### src/rtl/ascon_pack_fifo_pkg.sv
// Shared widths and word types for the Ascon block FIFO and its write-side packer.
package ascon_pack_fifo_pkg;

  localparam int BLOCK_WIDTH        = 64;
  localparam int DEFAULT_WORD_WIDTH = 32;

  typedef logic [31:0]  u32_t;
  typedef logic [63:0]  u64_t;
  typedef logic [127:0] u128_t;

endpackage

### src/rtl/ascon_pack_fifo_if.sv
// Write/read handshake bundle of the Ascon block FIFO; master drives words in, slave is the FIFO.
interface ascon_pack_fifo_if
  import ascon_pack_fifo_pkg::*;
#(
  parameter int DATA_WIDTH = BLOCK_WIDTH,
  parameter int WORD_WIDTH = DEFAULT_WORD_WIDTH,
  parameter int DEPTH      = 4,
  parameter int LW         = $clog2(DEPTH + 1)
);

  logic                  flush_i;
  logic                  push_i;
  logic [WORD_WIDTH-1:0] data_i;
  logic                  last_i;
  logic                  pop_i;
  logic [DATA_WIDTH-1:0] data_o;
  logic                  full_o;
  logic                  empty_o;
  logic                  almost_full_o;
  logic [LW-1:0]         level_o;
  logic                  pending_o;
  logic                  overflow_o;
  logic                  underflow_o;

  modport master (
    output flush_i, push_i, data_i, last_i, pop_i,
    input  data_o, full_o, empty_o, almost_full_o, level_o, pending_o,
           overflow_o, underflow_o
  );

  modport slave (
    input  flush_i, push_i, data_i, last_i, pop_i,
    output data_o, full_o, empty_o, almost_full_o, level_o, pending_o,
           overflow_o, underflow_o
  );

endinterface

### src/rtl/ascon_pack_fifo_word_packer.sv
// Gathers WORD_WIDTH words into one DATA_WIDTH entry, first word in the MSBs;
// a last word commits early with the unfilled low slots left at zero.
module ascon_word_packer
  import ascon_pack_fifo_pkg::*;
#(
  parameter int DATA_WIDTH = BLOCK_WIDTH,
  parameter int WORD_WIDTH = DEFAULT_WORD_WIDTH
) (
  input  logic                  clk,
  input  logic                  rst_n,
  input  logic                  clear_i,
  input  logic                  push_i,
  input  logic [WORD_WIDTH-1:0] data_i,
  input  logic                  last_i,
  input  logic                  full_i,
  output logic                  accept_o,
  output logic                  commit_o,
  output logic                  pending_o,
  output logic [DATA_WIDTH-1:0] entry_o
);

  localparam int RATIO = DATA_WIDTH / WORD_WIDTH;
  localparam int CW    = (RATIO > 1) ? $clog2(RATIO) : 1;

  logic [CW-1:0]         pack_cnt;
  logic [DATA_WIDTH-1:0] pack_reg;
  logic [DATA_WIDTH-1:0] slot_word;
  logic                  last_slot;

  always_comb begin
    slot_word = '0;
    for (int k = 0; k < RATIO; k++) begin
      if (pack_cnt == CW'(k)) begin
        slot_word[DATA_WIDTH-1-k*WORD_WIDTH -: WORD_WIDTH] = data_i;
      end
    end
  end

  assign last_slot = (pack_cnt == CW'(RATIO - 1));
  assign accept_o  = push_i && !full_i && !clear_i;
  assign commit_o  = accept_o && (last_i || last_slot);
  // Storage captures the merged entry on the same edge the final word arrives.
  assign entry_o   = pack_reg | slot_word;
  assign pending_o = (pack_cnt != '0);

  always_ff @(posedge clk or negedge rst_n) begin
    if (!rst_n) begin
      pack_cnt <= '0;
      pack_reg <= '0;
    end else if (clear_i || commit_o) begin
      pack_cnt <= '0;
      pack_reg <= '0;
    end else if (accept_o) begin
      pack_cnt <= pack_cnt + 1'b1;
      pack_reg <= entry_o;
    end
  end

endmodule

### src/rtl/ascon_pack_fifo.sv
// Block FIFO for the Ascon AD/PT/CT queues: packed narrow writes, FWFT reads,
// level/almost-full status and sticky overflow/underflow flags cleared by flush.
module ascon_pack_fifo
  import ascon_pack_fifo_pkg::*;
#(
  parameter int DATA_WIDTH = BLOCK_WIDTH,
  parameter int WORD_WIDTH = DEFAULT_WORD_WIDTH,
  parameter int DEPTH      = 4,
  parameter int AF_THRESH  = DEPTH - 1,
  parameter int LW         = $clog2(DEPTH + 1)
) (
  input logic             clk,
  input logic             rst_n,
  ascon_pack_fifo_if.slave bus
);

  localparam int PW = (DEPTH > 1) ? $clog2(DEPTH) : 1;

  if (DATA_WIDTH % WORD_WIDTH != 0) begin : g_bad_ratio
    $fatal(1, "ascon_pack_fifo: DATA_WIDTH must be a multiple of WORD_WIDTH");
  end
  if (DEPTH < 2) begin : g_bad_depth
    $fatal(1, "ascon_pack_fifo: DEPTH must be at least 2");
  end
  if (AF_THRESH < 1 || AF_THRESH > DEPTH) begin : g_bad_af
    $fatal(1, "ascon_pack_fifo: AF_THRESH must lie in 1..DEPTH");
  end

  logic [DATA_WIDTH-1:0] mem [DEPTH];
  logic [PW-1:0]         wr_ptr;
  logic [PW-1:0]         rd_ptr;
  logic [LW-1:0]         level;
  logic                  overflow;
  logic                  underflow;

  logic                  full;
  logic                  empty;
  logic                  pop_acc;
  logic                  commit;
  logic                  accept;
  logic                  pending;
  logic [DATA_WIDTH-1:0] entry;

  // Explicit wrap so DEPTH need not be a power of two.
  function automatic logic [PW-1:0] ptr_inc(input logic [PW-1:0] p);
    return (p == PW'(DEPTH - 1)) ? '0 : p + 1'b1;
  endfunction

  assign full    = (level == LW'(DEPTH));
  assign empty   = (level == '0);
  assign pop_acc = bus.pop_i && !empty && !bus.flush_i;

  ascon_word_packer #(
    .DATA_WIDTH (DATA_WIDTH),
    .WORD_WIDTH (WORD_WIDTH)
  ) u_packer (
    .clk       (clk),
    .rst_n     (rst_n),
    .clear_i   (bus.flush_i),
    .push_i    (bus.push_i),
    .data_i    (bus.data_i),
    .last_i    (bus.last_i),
    .full_i    (full),
    .accept_o  (accept),
    .commit_o  (commit),
    .pending_o (pending),
    .entry_o   (entry)
  );

  always_ff @(posedge clk) begin
    if (commit) begin
      mem[wr_ptr] <= entry;
    end
  end

  always_ff @(posedge clk or negedge rst_n) begin
    if (!rst_n) begin
      wr_ptr    <= '0;
      rd_ptr    <= '0;
      level     <= '0;
      overflow  <= 1'b0;
      underflow <= 1'b0;
    end else if (bus.flush_i) begin
      wr_ptr    <= '0;
      rd_ptr    <= '0;
      level     <= '0;
      overflow  <= 1'b0;
      underflow <= 1'b0;
    end else begin
      if (commit) begin
        wr_ptr <= ptr_inc(wr_ptr);
      end
      if (pop_acc) begin
        rd_ptr <= ptr_inc(rd_ptr);
      end
      case ({commit, pop_acc})
        2'b10:   level <= level + 1'b1;
        2'b01:   level <= level - 1'b1;
        default: level <= level;
      endcase
      if (bus.push_i && full) begin
        overflow <= 1'b1;
      end
      if (bus.pop_i && empty) begin
        underflow <= 1'b1;
      end
    end
  end

  assign bus.data_o        = empty ? '0 : mem[rd_ptr];
  assign bus.full_o        = full;
  assign bus.empty_o       = empty;
  assign bus.almost_full_o = (level >= LW'(AF_THRESH));
  assign bus.level_o       = level;
  assign bus.pending_o     = pending;
  assign bus.overflow_o    = overflow;
  assign bus.underflow_o   = underflow;

endmodule
### src/flat_wrapper.sv
// flat-port wrapper written by rule: the top's interface ports become plain ports
module ascon_pack_fifo_flat import ascon_pack_fifo_pkg::*;
#(
  parameter int DATA_WIDTH = BLOCK_WIDTH,
  parameter int WORD_WIDTH = DEFAULT_WORD_WIDTH,
  parameter int DEPTH      = 4,
  parameter int AF_THRESH  = DEPTH - 1,
  parameter int LW         = $clog2(DEPTH + 1)
)
  (clk, rst_n, bus_flush_i, bus_push_i, bus_data_i, bus_last_i, bus_pop_i, bus_data_o, bus_full_o, bus_empty_o, bus_almost_full_o, bus_level_o, bus_pending_o, bus_overflow_o, bus_underflow_o);
  ascon_pack_fifo_if #(.DATA_WIDTH(DATA_WIDTH), .WORD_WIDTH(WORD_WIDTH), .DEPTH(DEPTH), .LW(LW)) bus_i ();
  input logic clk;
  input logic rst_n;
  input wire logic [$bits(bus_i.flush_i)-1:0] bus_flush_i;
  input wire logic [$bits(bus_i.push_i)-1:0] bus_push_i;
  input wire logic [$bits(bus_i.data_i)-1:0] bus_data_i;
  input wire logic [$bits(bus_i.last_i)-1:0] bus_last_i;
  input wire logic [$bits(bus_i.pop_i)-1:0] bus_pop_i;
  output wire logic [$bits(bus_i.data_o)-1:0] bus_data_o;
  output wire logic [$bits(bus_i.full_o)-1:0] bus_full_o;
  output wire logic [$bits(bus_i.empty_o)-1:0] bus_empty_o;
  output wire logic [$bits(bus_i.almost_full_o)-1:0] bus_almost_full_o;
  output wire logic [$bits(bus_i.level_o)-1:0] bus_level_o;
  output wire logic [$bits(bus_i.pending_o)-1:0] bus_pending_o;
  output wire logic [$bits(bus_i.overflow_o)-1:0] bus_overflow_o;
  output wire logic [$bits(bus_i.underflow_o)-1:0] bus_underflow_o;
  assign bus_i.flush_i = bus_flush_i;
  assign bus_i.push_i = bus_push_i;
  assign bus_i.data_i = bus_data_i;
  assign bus_i.last_i = bus_last_i;
  assign bus_i.pop_i = bus_pop_i;
  assign bus_data_o = bus_i.data_o;
  assign bus_full_o = bus_i.full_o;
  assign bus_empty_o = bus_i.empty_o;
  assign bus_almost_full_o = bus_i.almost_full_o;
  assign bus_level_o = bus_i.level_o;
  assign bus_pending_o = bus_i.pending_o;
  assign bus_overflow_o = bus_i.overflow_o;
  assign bus_underflow_o = bus_i.underflow_o;
  ascon_pack_fifo #(.DATA_WIDTH(DATA_WIDTH), .WORD_WIDTH(WORD_WIDTH), .DEPTH(DEPTH), .AF_THRESH(AF_THRESH), .LW(LW)) u_core (.clk(clk), .rst_n(rst_n), .bus(bus_i));
endmodule
### config.mk
export PLATFORM = sky130hd
export DESIGN_NAME = ascon_pack_fifo_flat
export DESIGN_NICKNAME = d
export VERILOG_FILES = /design/src/rtl/ascon_pack_fifo_pkg.sv /design/src/rtl/ascon_pack_fifo_if.sv /design/src/rtl/ascon_pack_fifo_word_packer.sv /design/src/rtl/ascon_pack_fifo.sv /design/src/flat_wrapper.sv
export SDC_FILE = /design/constraint.sdc
export NUM_CORES = 1
export LEC_CHECK = 0
export CAP_MARGIN = 0
export CORE_ASPECT_RATIO = 0.9
export CORE_MARGIN = 2
export CORE_UTILIZATION = 58
export CTS_CLUSTER_DIAMETER = 50
export DETAILED_ROUTE_END_ITERATION = 16
export PLACE_DENSITY = 0.82
export SYNTH_ARGS = -nofsm -noshare
export SYNTH_HDL_FRONTEND = slang
export SYNTH_SLANG_ARGS = --single-unit
### constraint.sdc
create_clock -name clk -period 3.8 [get_ports clk]
set_input_delay 0.57 -clock clk [delete_from_list [all_inputs] [get_ports clk]]
set_output_delay 0.57 -clock clk [all_outputs]
set_load 0.02 [all_outputs]
==> tab_implementation.tex <==
\begin{tabular}{lr}
\hline
Metric & Value \\
\hline
\multicolumn{2}{l}{\textbf{Pwr}} \\
Sequential share of power & 0.382 \\
Fraction of power consumed by combinational cells & 0.290 \\
Net Switching & 0.00320 W \\
Internal power of the cells & 0.00796 W \\
Total power density per cell area & 701 nW/um2 \\
Worst supply voltage drop on vdd & 0.592 mV \\
LEAKAGE & 5.89 nW \\
Clock network power share & 0.327 \\
Switching Share & 0.287 \\
\multicolumn{2}{l}{\textbf{GRT}} \\
Remaining Overflow, GRT & 0 \\
Antenna violations before repair & 0 \\
Total Routing Usage GR & 0.251 \\
Vias in the first global route & 7,862 \\
Maximum number of pins on one net before global-route repair & 75 \\
Wire length of the first global-routing pass & 44,800 um \\
\multicolumn{2}{l}{\textbf{Synth}} \\
Post-synthesis register bit count & 330 \\
Mapped Cells & 747 \\
Sequential cell area fraction in the yosys report & 0.723 \\
Predominant post-synthesis flop cell & sky130\_fd\_sc\_hd\_\_edfxtp\_1 \\
Proportion of netlist area held by the largest area contributor & 0.583 \\
Most frequent cells after synthesis & sky130\_fd\_sc\_hd\_\_edfxtp\_1, sky130\_fd\_sc\_hd\_\_and2\_1, sky130\_fd\_sc\_hd\_\_dfrtp\_1, sky130\_fd\_sc\_hd\_\_mux4\_2 \\
Synthesized area per cell & 17.7 um2 \\
Top cells by area in the synthesized netlist & sky130\_fd\_sc\_hd\_\_edfxtp\_1, sky130\_fd\_sc\_hd\_\_dfrtp\_1, sky130\_fd\_sc\_hd\_\_mux4\_2 \\
Cell type contributing the most total cell area after synthesis & sky130\_fd\_sc\_hd\_\_edfxtp\_1 \\
Async S/R FF share, synth & 0.224 \\
Total standard cell area after synthesis & 13,200 um2 \\
Number of enable flip-flop cells after synthesis & 256 \\
Leading cell type by number of instances after synthesis & sky130\_fd\_sc\_hd\_\_edfxtp\_1 \\
Warning count from the yosys run & 0 \\
Syn Nets & 790 \\
Post-synth cell types & 33 \\
\multicolumn{2}{l}{\textbf{Job}} \\
Reported max-cap violation count & 0 \\
\multicolumn{2}{l}{\textbf{Worst setup path}} \\
Launching element type of the critical path & flip-flop \\
Endpoint kind of the worst setup timing path & output port \\
Critical path type & reg2out \\
Required @ worst endpoint & 3230 ps \\
Cell family with most CP delay & simple AND/OR/NAND/NOR gates \\
Data arrival time at the worst-slack endpoint & 2940 ps \\
Total buffers and inverters traversed by the critical path & 2 \\
Worst Path Max Fanout & 35 \\
Critical path's largest stage delay & 810 ps \\
Chain of cells forming the critical path & or3\_2 -> buf\_4 -> and2\_1 -> clkdlybuf4s50\_1 \\
CP max-delay cell & sky130\_fd\_sc\_hd\_\_or3\_2 \\
\multicolumn{2}{l}{\textbf{Clock network}} \\
Count of hold buffers inserted by post-cts repair & 0 \\
Number of buffers created by CTS & 34 \\
CTS H-Tree Depth & 2 \\
Clk buf depth & 3 \\
Number of resized instances in the post-cts repair step & 0 \\
Worst-path clk slew & 60 ps \\
Cell chosen for the clock root & sky130\_fd\_sc\_hd\_\_clkbuf\_16 \\
TritonCTS sink count & 330 \\
Skew-Pair Late Insertion Delay & 500 ps \\
TritonCTS clock tree & built \\
Total setup buffers inserted after CTS & 0 \\
\multicolumn{2}{l}{\textbf{Layout}} \\
Number of flip-flops in the largest register & 256 \\
Fill count & 1,360 \\
Synth-to-layout area growth & 20.8\% \\
Ratio of cells with drive above 1 in the final layout & 0.202 \\
Nets & 910 \\
Combined area of the multi-input logic cells & 3330 um2 \\
Final core area utilization & 0.712 \\
Antenna Cells & 0 \\
Seq. cell area & 9550 um2 \\
\multicolumn{2}{l}{\textbf{STA}} \\
Final clock period utilization by the worst path & 0.924 \\
Count of pins over their slew limit & 0 \\
Max Freq & 0.285 GHz \\
Worst-case headroom to the max-slew limit & 0.267 \\
Endpoints failing setup & 0 \\
Unrepaired setup endpoints after global routing & false \\
Actual transition at the worst max-transition pin & 1100 ps \\
Final hold violation count & 0 \\
Fin crit period & 3510 ps \\
Post-route clock skew & 15.0 ps \\
Final-layout setup total negative slack & 0 ps \\
\multicolumn{2}{l}{\textbf{Min path}} \\
Path type of the worst min-delay path & in2async \\
\multicolumn{2}{l}{\textbf{Detailed routing}} \\
DRC Markers & 0 \\
Detailed-route wire length & 28,900 um \\
Detailed-router iteration count before antenna repair & 5 \\
Count of antenna-violating nets left after detailed routing & 0 \\
Number of vias in the routed layout & 7,252 \\
Detail-routed net length per standard cell & 24.2 um \\
Routed via count divided by cell count & 6.09 \\
Starting DRC count in detailed routing & 580 \\
\multicolumn{2}{l}{\textbf{Floorplan}} \\
DIE HEIGHT & 147 um \\
Initial core utilization & 0.589 \\
Site row count & 52 \\
Die width & 163 um \\
Area of the core region & 22,400 um2 \\
Full die area & 24,000 um2 \\
I/O pin count & 111 \\
\multicolumn{2}{l}{\textbf{Place}} \\
I/O Buffers & 110 \\
Routability congestion estimate & 0.732 \\
Post-detail-place hpwl & 16,700 um \\
\multicolumn{2}{l}{\textbf{Outcome}} \\
Outcome & finished clean \\
\hline
\end{tabular}
## cell type report
| type | instances | share of cell area |
|---|---|---|
| clock buffer | 42 | 0.0593 |
| multi-input combinational | 338 | 0.209 |
| sequential | 330 | 0.599 |
| tap | 297 | 0.0233 |
| timing repair buffer | 129 | 0.0815 |
| clock inverter | 20 | 0.0192 |
| inverter | 34 | 0.00801 |
## power by group through the flow
stage	Combinational, W	Sequential, W	Clock (W)
after floorplan	0.00193	0.00426	0
after global placement	0.00319	0.00433	0
final	0.00324	0.00427	0.00365
after detailed placement	0.00325	0.00434	0
after global routing	0.00347	0.00429	0.00383
after CTS	0.00328	0.00427	0.00370
## per-stage QoR
stage	setup WS, ps	area [um2]	total power [W]	hold WS, ps	instances
after floorplan	807	13200	0.00619	274	747
after global routing	142	15900	0.0116	342	1190
final	288	15900	0.0112	265	1190
after global placement	851	14700	0.00752	470	1128
after CTS	278	15900	0.0113	289	1190
after detailed placement	789	14700	0.00759	473	1128
## worst reg2reg max path, stage by stage (launching register included)
cell                        delay [ps]
sky130_fd_sc_hd__dfrtp_1           490
sky130_fd_sc_hd__or3_2             810
sky130_fd_sc_hd__nand2_1           270
sky130_fd_sc_hd__nor3_1             90
sky130_fd_sc_hd__fa_1              400
sky130_fd_sc_hd__nand3b_1          170
sky130_fd_sc_hd__a2bb2oi_1         160
sky130_fd_sc_hd__mux2_2            270
## cell usage in the layout (no fill, tap or decap), drive strengths merged
master,count
or3,2
xnor2,1
clkdlybuf4s50,108
and2,100
fa,1
clkinvlp,3
buf,21
nand3b,1
mux2i,2
bufinv,8
or4b,2
o21ai,1
clkinv,8
nand2,34
edfxtp,256
nand3,1
a2bb2oi,1
mux2,2
ha,4
mux4,64
a21oi,35
a211oi,31
nor2b,2
xor2,3
nor3b,1
a21o,35
clkbuf,42
nor3,2
inv,35
dfrtp,74
nand2b,3
nor2,10
## kinds of logic after synthesis
group	count (synthesis)	share of synthesized area
multiplexers	68	0.113
AO/OA/AOI/OAI	103	0.0629
adder cells (fa/ha/maj)	5	0.00531
AND/OR/NAND/NOR	158	0.0679
XOR/XNOR	4	0.00266
buffers and inverters	79	0.0253
flip-flops	330	0.723
## layer usage
| metal | up-vias | share of wire | track usage |
|---|---|---|---|
| met2 | 375 | 0.51 | 0.416 |
| met1 | 3778 | 0.39 | 0.336 |
| met5 | - | 0 | 0 |
| met4 | 0 | 0.023 | 0.0854 |
| li1 | 3050 | - | - |
| met3 | 49 | 0.085 | 0.0553 |
## final timing paths
kind	startpoint	to	slack [ps]	cells after the start
max in group asynchronous	rst_n	u_core.rd_ptr[0]	2750	1
worst min register to register	u_core.u_packer.pack_reg[30]	u_core.u_packer.pack_reg[30]	490	1
min in group clk	u_core.u_packer.pack_reg[30]	u_core.u_packer.pack_reg[30]	490	1
worst min-delay path	rst_n	u_core.u_packer.pack_reg[57]	270	1
worst max-delay path	u_core.bus.level_o[1]	bus_data_o[45]	290	4
worst max register to register	u_core.bus.level_o[1]	u_core.bus.level_o[2]	1030	7
Power figures use the tool's default switching activity.
